$ cat config.mk
export PLATFORM = sky130hd
export DESIGN_NAME = key_entry_ctrl
export DESIGN_NICKNAME = d
export VERILOG_FILES = /design/src/rtl/key_entry_ctrl.sv
export SDC_FILE = /design/constraint.sdc
export NUM_CORES = 1
export LEC_CHECK = 0
export CAP_MARGIN = 5
export CORE_MARGIN = 2
export CORE_UTILIZATION = 46
export CTS_CLUSTER_DIAMETER = 80
export CTS_CLUSTER_SIZE = 28
export DETAILED_ROUTE_END_ITERATION = 10
export DONT_BUFFER_PORTS = 1
export MAX_ROUTING_LAYER = met4
export PLACE_DENSITY = 0.66
export REMOVE_ABC_BUFFERS = 1
export SKIP_CTS_REPAIR_TIMING = 1
export SLEW_MARGIN = 20
export SYNTH_ARGS = -nofsm -noshare
export SYNTH_HDL_FRONTEND = slang
export SYNTH_SLANG_ARGS = --single-unit
$ cat constraint.sdc
create_clock -name CLK -period 4 [get_ports CLK]
set_clock_uncertainty 0.05 [all_clocks]
set_input_delay 0.6 -clock CLK [delete_from_list [all_inputs] [get_ports CLK]]
set_output_delay 0.6 -clock CLK [all_outputs]
set_load 0.005 [all_outputs]
$ cat src/rtl/key_entry_ctrl.sv
// Keypad entry sequencer: turns scanner key strobes into a packed-BCD entry
// with backspace/clear/enter, an inactivity timeout and a valid/ack handoff.
module key_entry_ctrl #(
  parameter int unsigned DIGITS      = 4,
  parameter int unsigned TIMEOUT_CYC = 50000000,
  parameter int unsigned CNT_W       = 26
) (
  input  logic                  CLK,
  input  logic                  nRST,
  input  logic [3:0]            KEY_Value,
  input  logic                  Value_en,
  input  logic                  ENTRY_ACK,
  output logic [4*DIGITS-1:0]   ENTRY_BCD,
  output logic [3:0]            ENTRY_LEN,
  output logic                  ENTRY_VALID,
  output logic                  KEY_ACCEPT,
  output logic                  KEY_REJECT,
  output logic                  TIMEOUT
);

  localparam int unsigned       BCD_W    = 4 * DIGITS;
  localparam logic [3:0]        MAX_LEN  = 4'(DIGITS);
  localparam logic [CNT_W-1:0]  CNT_LAST = CNT_W'(TIMEOUT_CYC - 1);

  localparam logic [3:0] KEY_BKSP  = 4'd10;
  localparam logic [3:0] KEY_CLR   = 4'd11;
  localparam logic [3:0] KEY_ENTER = 4'd12;

  typedef enum logic [1:0] {
    S_IDLE  = 2'd0,
    S_ENTRY = 2'd1,
    S_DONE  = 2'd2
  } state_t;

  state_t             state_q;
  state_t             state_nxt;
  logic               en_q;
  logic [CNT_W-1:0]   cnt_q;
  logic [CNT_W-1:0]   cnt_nxt;
  logic [BCD_W-1:0]   bcd_nxt;
  logic [3:0]         len_nxt;
  logic               acc_nxt;
  logic               rej_nxt;
  logic               tmo_nxt;

  logic key_evt;
  logic is_digit;
  logic is_bksp;
  logic is_clr;
  logic is_enter;
  logic room;
  logic empty;
  logic expire;

  // Key event is the rising edge of the scanner strobe
  assign key_evt  = Value_en & ~en_q;
  assign is_digit = (KEY_Value <= 4'd9);
  assign is_bksp  = (KEY_Value == KEY_BKSP);
  assign is_clr   = (KEY_Value == KEY_CLR);
  assign is_enter = (KEY_Value == KEY_ENTER);
  assign room     = (ENTRY_LEN < MAX_LEN);
  assign empty    = (ENTRY_LEN == 4'd0);
  // A key event in the expiry cycle takes priority over the timeout
  assign expire   = (state_q == S_ENTRY) && !key_evt && (cnt_q == CNT_LAST);

  // State register
  always_ff @(posedge CLK or negedge nRST) begin
    if (!nRST) begin
      state_q <= S_IDLE;
    end else begin
      state_q <= state_nxt;
    end
  end

  // Next-state logic
  always_comb begin
    state_nxt = state_q;
    case (state_q)
      S_IDLE, S_ENTRY: begin
        if (key_evt) begin
          if (is_digit && room) begin
            state_nxt = S_ENTRY;
          end else if (is_bksp && !empty) begin
            state_nxt = (ENTRY_LEN == 4'd1) ? S_IDLE : S_ENTRY;
          end else if (is_clr) begin
            state_nxt = S_IDLE;
          end else if (is_enter && (state_q == S_ENTRY)) begin
            state_nxt = S_DONE;
          end
        end else if (expire) begin
          state_nxt = S_IDLE;
        end
      end
      S_DONE: begin
        if (ENTRY_ACK) begin
          state_nxt = S_IDLE;
        end
      end
      default: state_nxt = S_IDLE;
    endcase
  end

  // Output / datapath next values
  always_comb begin
    bcd_nxt = ENTRY_BCD;
    len_nxt = ENTRY_LEN;
    acc_nxt = 1'b0;
    rej_nxt = 1'b0;
    tmo_nxt = 1'b0;
    cnt_nxt = '0;
    case (state_q)
      S_IDLE, S_ENTRY: begin
        if (key_evt) begin
          if (is_digit) begin
            if (room) begin
              bcd_nxt = (ENTRY_BCD << 4) | BCD_W'(KEY_Value);
              len_nxt = ENTRY_LEN + 4'd1;
              acc_nxt = 1'b1;
            end else begin
              rej_nxt = 1'b1;
            end
          end else if (is_bksp) begin
            if (!empty) begin
              bcd_nxt = ENTRY_BCD >> 4;
              len_nxt = ENTRY_LEN - 4'd1;
              acc_nxt = 1'b1;
            end else begin
              rej_nxt = 1'b1;
            end
          end else if (is_clr) begin
            bcd_nxt = '0;
            len_nxt = 4'd0;
            acc_nxt = 1'b1;
          end else if (is_enter && (state_q == S_ENTRY)) begin
            acc_nxt = 1'b1;
          end else begin
            rej_nxt = 1'b1;
          end
        end else if (expire) begin
          bcd_nxt = '0;
          len_nxt = 4'd0;
          tmo_nxt = 1'b1;
        end else if (state_q == S_ENTRY) begin
          cnt_nxt = cnt_q + CNT_W'(1);
        end
      end
      S_DONE: begin
        rej_nxt = key_evt;
        if (ENTRY_ACK) begin
          bcd_nxt = '0;
          len_nxt = 4'd0;
        end
      end
      default: begin
        bcd_nxt = '0;
        len_nxt = 4'd0;
      end
    endcase
  end

  // Registered outputs, strobe history and idle counter
  always_ff @(posedge CLK or negedge nRST) begin
    if (!nRST) begin
      en_q        <= 1'b0;
      cnt_q       <= '0;
      ENTRY_BCD   <= '0;
      ENTRY_LEN   <= 4'd0;
      ENTRY_VALID <= 1'b0;
      KEY_ACCEPT  <= 1'b0;
      KEY_REJECT  <= 1'b0;
      TIMEOUT     <= 1'b0;
    end else begin
      en_q        <= Value_en;
      cnt_q       <= cnt_nxt;
      ENTRY_BCD   <= bcd_nxt;
      ENTRY_LEN   <= len_nxt;
      ENTRY_VALID <= (state_nxt == S_DONE);
      KEY_ACCEPT  <= acc_nxt;
      KEY_REJECT  <= rej_nxt;
      TIMEOUT     <= tmo_nxt;
    end
  end

endmodule

==> After elaboration in Yosys (flattened, before gate mapping) <==
Index checks and enable logic that the tools add are counted.
{ "totals": {"ff_bits": 53, "word_cells": 91, "output_inout_bits": 24} }
{ "classes": {"muxes": 50, "order_cmp": 2, "n_eq_ne": 13, "reduce_logical": 11, "bitwise": 3, "addsub": 3} }
{ "op_table": {"columns": ["operator", "count"], "rows": [
  ["2-to-1 mux 16 bit", 8],
  ["2-to-1 mux 26 bit", 4],
  ["2-to-1 mux 4 bit", 8],
  ["case mux 16 bit (2 select lines)", 1],
  ["adder 26 x 1 -> 26 bit, second input constant", 1],
  ["equality test 26 bit, second input constant", 1],
  ["2-to-1 mux 1 bit", 19],
  ["bitwise OR 16 x 4 -> 16 bit", 1],
  ["2-to-1 mux 2 bit", 7],
  ["equality test 4 bit, second input constant", 3],
  ["!= test 5 bit, second input constant", 2],
  ["case mux 4 bit (2 select lines)", 1],
  ["logical AND 1 bit", 5],
  ["AND reduction 5 bit", 1],
  ["adder 4 x 1 -> 4 bit, second input constant", 1],
  ["equality test 2 bit, second input constant", 2],
  ["equality test 4 x 1 -> 1 bit, second input constant", 1],
  ["<= comparator 4 bit, second input constant", 1],
  ["logical NOT 4 bit", 1],
  ["< comparator 4 x 3 -> 1 bit, second input constant", 1],
  ["!= test 4 bit, second input constant", 1],
  ["case mux 2 bit (2 select lines)", 1],
  ["subtractor 4 x 1 -> 4 bit, second input constant", 1],
  ["!= test 3 bit, second input constant", 1],
  ["8 further kinds", 9]
]} }

==> Longest topological paths before layout <==
Gate-level depths: netlist (run 1).
{ "logic_depth": {"depth_word": 9, "depth_mapped": 8} }

==> Worst setup path before layout (run 1) <==
Ideal clock, no wire load.
{ "synth_timing": {"path_kind": "register -> register", "start": "register ENTRY_LEN[0]", "end": "register ENTRY_BCD[10]", "stages_incl_launch_ff": 9, "setup_time_ns": 0.125, "synth_period_minus_slack_ns": 2.199, "arrival_time_ns": 2.024, "path_slack_ns": 1.801, "path_cell_list": "dfrtp_1 -> inv_1 -> ha_1 -> or3b_1 -> o22ai_2 -> o21ai_1 -> a31oi_2 -> buf_6 -> mux2_4"} }
{ "synth_via": {"elab_chain_len": 3} }
{ "synth_lines": {"columns": ["item", "line_no", "text"], "rows": [
  ["from (decl)", "14", "output logic [3:0] ENTRY_LEN,"],
  ["from (signal assigned)", "176", "ENTRY_LEN <= len_nxt;"],
  ["< comparator 4 x 3 -> 1 bit / logical NOT 4 bit (equally long branches)", "61, 62", null],
  ["!= test 4 bit (no source line) / != test 5 bit (equally long branches)", null, null],
  ["AND reduction 5 bit (no source line) *", null, null],
  ["to (signal assigned)", "175", "ENTRY_BCD <= bcd_nxt;"],
  ["to (decl)", "13", "output logic [4*DIGITS-1:0] ENTRY_BCD,"]
]} }
Mark *: on every way between the ends. The rest lies on a longest branch, timed or not.
A chain may end at the register's enable or synchronous reset.

==> Worst setup path after layout (run 1) <==
{ "layout_timing": {"start": "register ENTRY_LEN[0]", "end": "register ENTRY_BCD[9]"} }
Same word-level chain as after synthesis.

==> metrics.cfg, run 1 <==
[timing]
rsz0062_at_grt = no
period_minus_slack_ns = 2.53
setup-violations-final = 0
min_period_over_period_pct = 63.2
hold_viol = 0
fmax_mhz = 395
slew_headroom_pct = 41.6
totalNegativeSetupSlack_ns = 0
maxSlewViolCount = 0
fin_hold_ws_ns = 0.0885
worstMarginPinSlew_ns = 0.875

[clock_tree]
cts-buffers-inserted = 5
root_buffer = clkbuf_8
cts_tree = done
h-tree-depth = 2
insertion_delay_ns = 0.31
cts_sinks = 53
cts_buffer_depth = 2
clk_pin_slew_ns = 0.10

[die]
boundaryPins = 32
coreArea_mm2 = 0.00596
dieWidth_um = 82.9
die_area_mm2 = 0.00688
start_util_pct = 48.1
rows = 28
die-height_um = 82.9

[placement]
dp_hpwl_mm = 3.63
dp_cells = 332
gp_congestion = 0.803
port_buffers = 0

[final_layout]
areaGrowthSynthToFinish_pct = 6.55
fillCellCount = 542
drive_above_1_share_pct = 14.3
fin_nets = 278
antennaDiodeCount = 0
finalCoreUtilization_pct = 51.3
finalNonFillerCells = 341

[worst_setup_path]
startpoint = ENTRY_LEN[0]$_DFFE_PN0P_
cp.required_ns = 4.15
worst-r2r-cell-count = 8
cp_slowest_cell = dfrtp_1
r2r_end = ENTRY_BCD[9]$_DFFE_PN0P_
end_kind = flip-flop
cp_top_family = buffers and inverters
critPathArrivalTime_ns = 2.68
criticalPathCategory = flip-flop to flip-flop
worstSetupStartpointType = flip-flop
crit_chain = inv_1, ha_1, or3b_1, o22ai_2, o21ai_1, a31oi_2, buf_4, mux2_4
ff2ff_setup_slack_ns = 1.47
r2r_start = ENTRY_LEN[0]$_DFFE_PN0P_
slowest_delay_ns = 0.46
crit_fanout = 20
crit_buf_inv = 2

[yosys]
syn_avg_cell_area_um2 = 10.7
synthFlopType = dfrtp_1
synth_area_mm2 = 0.00287
synth_cells = 268
synth.ff_latch_count = 53
yosysWarnings = 0
synth.distinct_cells = 52
synth_edf_count = 0
seq_area_frac_synth_pct = 46.3
synthArstFlopShare_pct = 100

[hold_path]
hold_class = input pin to async pin

[detailed_routing]
ant_nets = 0
wl_mm = 5.51
vias = 1950
wl_per_cell_um = 16.2
viasPerCell = 5.72
drc = 0
drt_iter0_drc = 197
dr.pass1.iters = 5

[global_routing]
grt_pass1_vias = 1873
track_usage_pct = 17.2
antenna_found_initial = 0
grt-ovfl-total = 0
grt_max_degree = 54
grt_pass1_wl_mm = 9.63

[power_and_ir_drop]
power.leakage_nw = 1.35
ir_drop_mv = 0.156
powerDensity_mw_per_mm2 = 349

[run]
max_cap_violations = 0

[outcome]
status = completed

==> layer usage <==
metal | GRT usage (%) | routed length (um)
met3 | 4.08 | 246
met4 | 4.77 | 65
met1 | 24.9 | 2760
met2 | 24.4 | 2440
met5 | - | 0
==> worst max path at each step <==
stage,endpoint,slack (ns),cells past startpoint
final,ENTRY_BCD[9]$_DFFE_PN0P_,1.47,8
after global routing,ENTRY_BCD[1]$_DFFE_PN0P_,1.32,8
after floorplan,ENTRY_BCD[0]$_DFFE_PN0P_,1.14,7
after CTS,ENTRY_BCD[9]$_DFFE_PN0P_,1.48,8
after global placement,ENTRY_LEN[2]$_DFFE_PN0P_,1.48,8
after detailed placement,ENTRY_BCD[9]$_DFFE_PN0P_,1.50,8
==> registers in the layout, indices dropped and copies added (netlist names) <==
name	cells
ENTRY_BCD	16
ENTRY_LEN	4
ENTRY_VALID	1
KEY_ACCEPT	1
KEY_REJECT	1
TIMEOUT	1
cnt_q	26
en_q	1
state_q	2
==> area by class of cell <==
class	count	area, um2	share of cell area (%)
clock inverters	2	37.5	1.23
flip-flops and latches	53	1330	43.4
inverters	9	33.8	1.11
multi-input cells	194	1450	47.3
repair buffers	2	35.0	1.15
well taps	75	93.8	3.07
clock buffers	6	82.6	2.70
==> report_power, final <==
part	total (mW)	switching, mW	internal, mW
Sequential	0.573	0.0223	0.551
Clock	0.383	0.179	0.204
Combinational	0.109	0.0649	0.0439
==> Yosys cell counts, types with 2 or more instances <==
cell | instances | area [um2]
nor2b_1 | 2 | 12.5
inv_1 | 9 | 33.8
o21ai_0 | 5 | 25.0
xnor2_1 | 10 | 87.6
nor2_1 | 35 | 131
nor3_1 | 5 | 25.0
o211ai_1 | 2 | 15.0
and3_1 | 4 | 25.0
nor4_1 | 4 | 25.0
nand2_1 | 21 | 78.8
nor4b_1 | 3 | 26.3
mux2_4 | 13 | 195
nor4bb_1 | 2 | 20.0
clkbuf_1 | 4 | 15.0
nand4_1 | 11 | 68.8
nand3_1 | 7 | 35.0
nor3_2 | 2 | 20.0
buf_6 | 2 | 22.5
xor2_1 | 14 | 123
mux2i_1 | 7 | 70.1
a21oi_1 | 3 | 15.0
buf_2 | 6 | 30.0
dfrtp_1 | 53 | 1330
a22o_1 | 10 | 87.6
ha_1 | 5 | 62.6
and4_1 | 3 | 26.3
==> per-stage QoR <==
step / area [um2] / setup slack, ns / power (mW)
3_3_place_gp: 2900 / 1.48 / 0.679
2_1_floorplan: 2800 / 1.14 / 0.657
6_report: 3050 / 1.47 / 1.07
5_1_grt: 3050 / 1.32 / 1.11
3_5_place_dp: 2900 / 1.50 / 0.680
4_1_cts: 3020 / 1.48 / 1.06
==> cells in the final DEF (no fill, tap or decap), types with 5 or more instances in the layout <==
| master | instances |
|---|---|
| a22o_1 | 10 |
| clkbuf_8 | 6 |
| dfrtp_1 | 53 |
| ha_1 | 5 |
| inv_1 | 9 |
| mux2_4 | 13 |
| mux2i_1 | 7 |
| nand2_1 | 21 |
| nand3_1 | 7 |
| nand4_1 | 11 |
| nor2_1 | 35 |
| nor3_1 | 5 |
| o21ai_0 | 5 |
| xnor2_1 | 10 |
| xor2_1 | 14 |
==> logic make-up (layout without fill, tap and decap cells) <==
logic type | count (synthesis) | after routing | synth area share (%)
multiplexers | 20 | 20 | 9.25
XOR/XNOR | 24 | 24 | 7.33
buffers and inverters | 21 | 19 | 3.54
AND/OR/NAND/NOR | 114 | 114 | 22.9
AO/OA/AOI/OAI | 31 | 31 | 8.55
flip-flops | 53 | 53 | 46.3
adder cells (fa/ha/maj) | 5 | 5 | 2.18
Note: power is estimated with default switching activity, not from simulation.
==> run 2, diff against run 1 <==
Settings changed: ABC_AREA set to 1.
Clock period 4 ns to 2.4 ns, I/O delays scaled along.
==> metrics.cfg, run 2 <==
[worst_setup_path]
end_kind = flip-flop
crit_buf_inv = 0
cp_slowest_cell = dfrtp_1
crit_chain = ha_1, nand2_2, nor2_4, nand3_1, nor2_1, nand3_1, nand3_2, nand2_2, nand2_1, nand2_1
critPathArrivalTime_ns = 2.06
crit_fanout = 20
cp_top_family = simple AND/OR/NAND/NOR gates
r2r_start = cnt_q[0]$_DFF_PN0_
worstSetupStartpointType = flip-flop
cp.required_ns = 2.56
startpoint = cnt_q[0]$_DFF_PN0_
criticalPathCategory = flip-flop to flip-flop
slowest_delay_ns = 0.46

[yosys]
synthTopCellsByCount = 121 x nand2_1, 68 x nor2_1, 53 x dfrtp_1
synth.distinct_cells = 30
seq_area_frac_synth_pct = 41.7
synth.ff_latch_count = 53
synth.top_cells.by_area = dfrtp_1 42%, nand2_1 14%, nor2_1 8.0%
syn_avg_cell_area_um2 = 7.13
yosysMostFrequentCell = nand2_1
synthFlopType = dfrtp_1
yosysWarnings = 0
synth_cells = 446
synth_top_area_cell = dfrtp_1
synth_area_mm2 = 0.00318
synth_edf_count = 0
synthArstFlopShare_pct = 100
synth_top_area_share_pct = 41.7

[detailed_routing]
wl_per_cell_um = 13.9
dr.pass1.iters = 4
ant_nets = 0
viasPerCell = 5.20
vias = 2760
drt_iter0_drc = 283
wl_mm = 7.40
drc = 0

[clock_tree]
cts-buffers-inserted = 5
root_buffer = clkbuf_8
cts_buffer_depth = 2
cts_sinks = 53
h-tree-depth = 2
clk_pin_slew_ns = 0.11
insertion_delay_ns = 0.32
cts_tree = done

[power_and_ir_drop]
power_switching_mw = 0.559
clockPowerShare_pct = 29.7
powerDensity_mw_per_mm2 = 532
ir_drop_mv = 0.301
power.leakage_nw = 1.63
seq_power_share_pct = 54.0
intPower_mw = 1.24
netSwitchingFraction_pct = 31.1
comb_power_share_pct = 16.3

[outcome]
status = completed

[timing]
worstMarginPinSlew_ns = 0.485
period_minus_slack_ns = 1.90
hold_viol = 0
setup-violations-final = 0
slew_headroom_pct = 67.6
fin_hold_ws_ns = 0.234
totalNegativeSetupSlack_ns = 0
min_period_over_period_pct = 79.0
maxSlewViolCount = 0
fmax_mhz = 528
setup_slack_ns = 0.504
rsz0062_at_grt = no

[die]
coreArea_mm2 = 0.00676
rows = 30
boundaryPins = 32
dieWidth_um = 87.1
die_area_mm2 = 0.00759
die-height_um = 87.1
start_util_pct = 47.0

[placement]
dp_cells = 520
pre_cts_slack_ns = 0.490
dp_hpwl_mm = 5.20
port_buffers = 0
gp_congestion = 0.864

[final_layout]
fin_nets = 463
multi_input_area_mm2 = 0.00156
final_common_cell = nand2_1
fillCellCount = 664
regMostFlops = cnt_q
drive_above_1_share_pct = 9.53
area.sequential_mm2 = 0.00133
mostFrequentLayoutCells = 121 x nand2_1, 68 x nor2_1, 53 x dfrtp_1, 51 x inv_1, 45 x nand3_1
areaGrowthSynthToFinish_pct = 6.30
reg_top3 = cnt_q (26), ENTRY_BCD (16), ENTRY_LEN (4)
largest_reg_flops = 26
finalNonFillerCells = 531
antennaDiodeCount = 0

[global_routing]
grt_pass1_vias = 2533
antenna_found_initial = 0
grt-ovfl-total = 0
track_usage_pct = 20.7
grt_pass1_wl_mm = 12.2
grt_max_degree = 54

[hold_path]
hold_class = input pin to flip-flop
min_from = KEY_Value[3]

[run]
max_cap_violations = 0

-- run 2: per-layer routing --
metal,GRT usage (%),vias up,part of all wire (%)
met2,29.6,80,44
met5,-,-,0
met1,30.3,1264,50
met3,4.55,7,5.2
li1,-,1409,-
met4,4.48,0,1.0
-- run 2: area by class of cell --
class / instances / area share [%]
Clock buffer: 5 / 2.04
Clock inverter: 3 / 0.741
Inverter: 58 / 6.44
Multi-Input combinational cell: 325 / 46.3
Sequential cell: 53 / 39.3
Tap cell: 80 / 2.96
Timing Repair Buffer: 7 / 2.30
-- run 2: logic make-up (layout without fill, tap and decap cells) --
kind of cell / count (synthesis) / count (layout) / share of synthesized area, %
AO/OA/AOI/OAI: 28 / 28 / 4.88
XOR/XNOR: 9 / 9 / 2.48
adder cells (fa/ha/maj): 5 / 5 / 1.97
buffers and inverters: 68 / 73 / 9.09
flip-flops: 53 / 53 / 41.7
AND/OR/NAND/NOR: 283 / 283 / 39.8
-- run 2: power by group through the flow --
stage | logic (mW) | clock network (mW) | registers (mW)
CTS | 0.264 | 0.559 | 0.971
floorplan | 0.204 | 0 | 0.977
detailed placement | 0.262 | 0 | 0.988
global placement | 0.260 | 0 | 0.988
finish | 0.292 | 0.534 | 0.971
global route | 0.326 | 0.595 | 0.976
-- run 2: worst paths after layout --
check,end,slack (ns),cells past startpoint
max in group asynchronous,cnt_q[3]$_DFF_PN0_,1.51,2
min in group asynchronous,cnt_q[12]$_DFF_PN0_,0.56,2
min reg2reg,ENTRY_BCD[12]$_DFFE_PN0P_,0.49,2
max reg2reg,ENTRY_LEN[2]$_DFFE_PN0P_,0.50,10
min,ENTRY_BCD[3]$_DFFE_PN0P_,0.23,4
max,ENTRY_LEN[2]$_DFFE_PN0P_,0.50,10
-- run 2: per-stage QoR --
stage | total power, mW | utilization (%) | area [um2]
2_1_floorplan | 1.18 | - | 3110
3_3_place_gp | 1.25 | 47.9 | 3240
3_5_place_dp | 1.25 | 47.9 | 3240
4_1_cts | 1.79 | 49.3 | 3330
5_1_grt | 1.90 | 50.0 | 3380
6_report | 1.80 | 50.0 | 3380
-- run 2: tightest hold or removal path: stages --
cell and delay (ns):
nand2_1 0.05, a21oi_1 0.04, nand3_1 0.07, nand2_1 0.05
==> run 3, diff against run 2 <==
Settings changed: ABC_AREA 1 to 0, PLACE_DENSITY 0.66 to 0.68.
Clock period 2.4 ns to 1.6 ns, I/O delays scaled along.
==> metrics.cfg, run 3 (synthesized netlist as in run 1, its figures left out) <==
[detailed_routing]
wl_per_cell_um = 17.5
wl_mm = 7.33
vias = 2346
viasPerCell = 5.61
drt_iter0_drc = 159
dr.pass1.iters = 6
ant_nets = 0
drc = 0

[hold_path]
min_to = ENTRY_VALID$_DFF_PN0_
min_from = ENTRY_ACK
whs_path_depth = 3
hold_class = input pin to flip-flop

[clock_tree]
insertion_delay_ns = 0.32
clk_pin_slew_ns = 0.12
root_buffer = clkbuf_8
cts_sinks = 53
cts_tree = done
h-tree-depth = 2
cts-buffers-inserted = 5
cts_buffer_depth = 2

[placement]
dp_hpwl_mm = 4.54
port_buffers = 0
gp_congestion = 0.831

[die]
die_area_mm2 = 0.00688
boundaryPins = 32
rows = 28
coreArea_mm2 = 0.00596
die-height_um = 82.9
start_util_pct = 48.1
dieWidth_um = 82.9

[final_layout]
antennaDiodeCount = 0
largest_reg_flops = 26
finalCoreUtilization_pct = 66.7
drive_above_1_share_pct = 44.0
reg_top3 = cnt_q (26), ENTRY_BCD (16), ENTRY_LEN (4)
fillCellCount = 437
regMostFlops = cnt_q
areaGrowthSynthToFinish_pct = 38.6
fin_nets = 355
final_common_cell = buf_4
mostFrequentLayoutCells = 65 x buf_4, 53 x dfrtp_1, 20 x nand2_1, 18 x nor2_4, 14 x xor2_1

[worst_setup_path]
r2r_end = ENTRY_BCD[4]$_DFFE_PN0P_
crit_fanout = 7
critPathArrivalTime_ns = 2.35
ff2ff_setup_slack_ns = -0.58
r2r_start = ENTRY_LEN[0]$_DFFE_PN0P_
cp.required_ns = 1.77
worstSetupStartpointType = flip-flop
criticalPathCategory = flip-flop to flip-flop
worst-r2r-cell-count = 9
end_kind = flip-flop

[power_and_ir_drop]
powerDensity_mw_per_mm2 = 717
seq_power_share_pct = 49.4
comb_power_share_pct = 21.7
power_switching_mw = 0.844
clockPowerShare_pct = 28.8
power.leakage_nw = 1.82
netSwitchingFraction_pct = 29.6
ir_drop_mv = 0.530
p_total_mw = 2.85
intPower_mw = 2.01

[global_routing]
antenna_found_initial = 0
grt-ovfl-total = 0
grt_pass1_wl_mm = 10.5
track_usage_pct = 19.2
grt_max_degree = 54
grt_pass1_vias = 2154

[timing]
rsz0062_at_grt = yes
setup_slack_ns = -0.576
totalNegativeSetupSlack_ns = -16.58
slew_headroom_pct = 69.9
setup-violations-final = 47
period_minus_slack_ns = 2.18
hold_viol = 0
worstMarginPinSlew_ns = 0.447
fmax_mhz = 460
maxSlewViolCount = 0
min_period_over_period_pct = 136

[run]
max_cap_violations = 0

[outcome]
failed_checks = setup timing
status = complete, but fails checks

-- run 3: cell type report --
class                   instances  area, um2  share of cell area, %
multi-input cells             194       1710                   43.0
flip-flops and latches         53       1330                   33.4
repair buffers                 79        717                   18.0
well taps                      75       93.8                   2.36
clock buffers                   5       68.8                   1.73
inverters                       9       33.8                  0.850
clock inverters                 3       25.0                  0.630
-- run 3: worst max path at each step --
stage,start,endpoint,cells after the start
after detailed placement,ENTRY_LEN[1]$_DFFE_PN0P_,ENTRY_LEN[2]$_DFFE_PN0P_,8
after CTS,ENTRY_LEN[1]$_DFFE_PN0P_,ENTRY_LEN[2]$_DFFE_PN0P_,8
after global routing,ENTRY_LEN[0]$_DFFE_PN0P_,ENTRY_BCD[4]$_DFFE_PN0P_,9
after floorplan,ENTRY_LEN[0]$_DFFE_PN0P_,ENTRY_BCD[0]$_DFFE_PN0P_,7
final,ENTRY_LEN[0]$_DFFE_PN0P_,ENTRY_BCD[4]$_DFFE_PN0P_,9
after global placement,ENTRY_LEN[0]$_DFFE_PN0P_,ENTRY_BCD[11]$_DFFE_PN0P_,8
-- run 3: worst max-delay path, stage by stage, from the launching register on --
cell     delay [ns]
dfrtp_1        0.40
inv_2          0.08
ha_4           0.12
or3b_4         0.39
o22ai_4        0.19
o21ai_2        0.09
a31oi_4        0.20
buf_12         0.14
buf_8          0.13
mux2_4         0.30
-- run 3: metal layers --
metal  vias to the layer above  GRT usage, %  routed length [um]
met5                         -             -                   0
met2                        65          29.1                3620
met1                      1159          25.6                3200
li1                       1103             -                   -
met4                         0          5.81                 178
met3                        19          4.57                 335
-- run 3: power by group through the flow --
stage	clock network (mW)	logic [mW]	registers [mW]
6_report	0.821	0.619	1.41
3_3_place_gp	0	0.377	1.43
4_1_cts	0.821	0.383	1.41
3_5_place_dp	0	0.382	1.43
5_1_grt	0.900	0.659	1.41
2_1_floorplan	0	0.198	1.45
-- run 3: metrics by stage --
step	worst slack (ns)	hold WS (ns)	std cells	instance area (um2)
CTS	-0.560	-0.463	401	3490
floorplan	-1.26	-0.106	256	2800
global placement	-0.486	-0.104	393	3390
global route	-0.646	0.0777	418	3970
detailed placement	-0.537	-0.104	393	3390
finish	-0.576	0.0587	418	3970
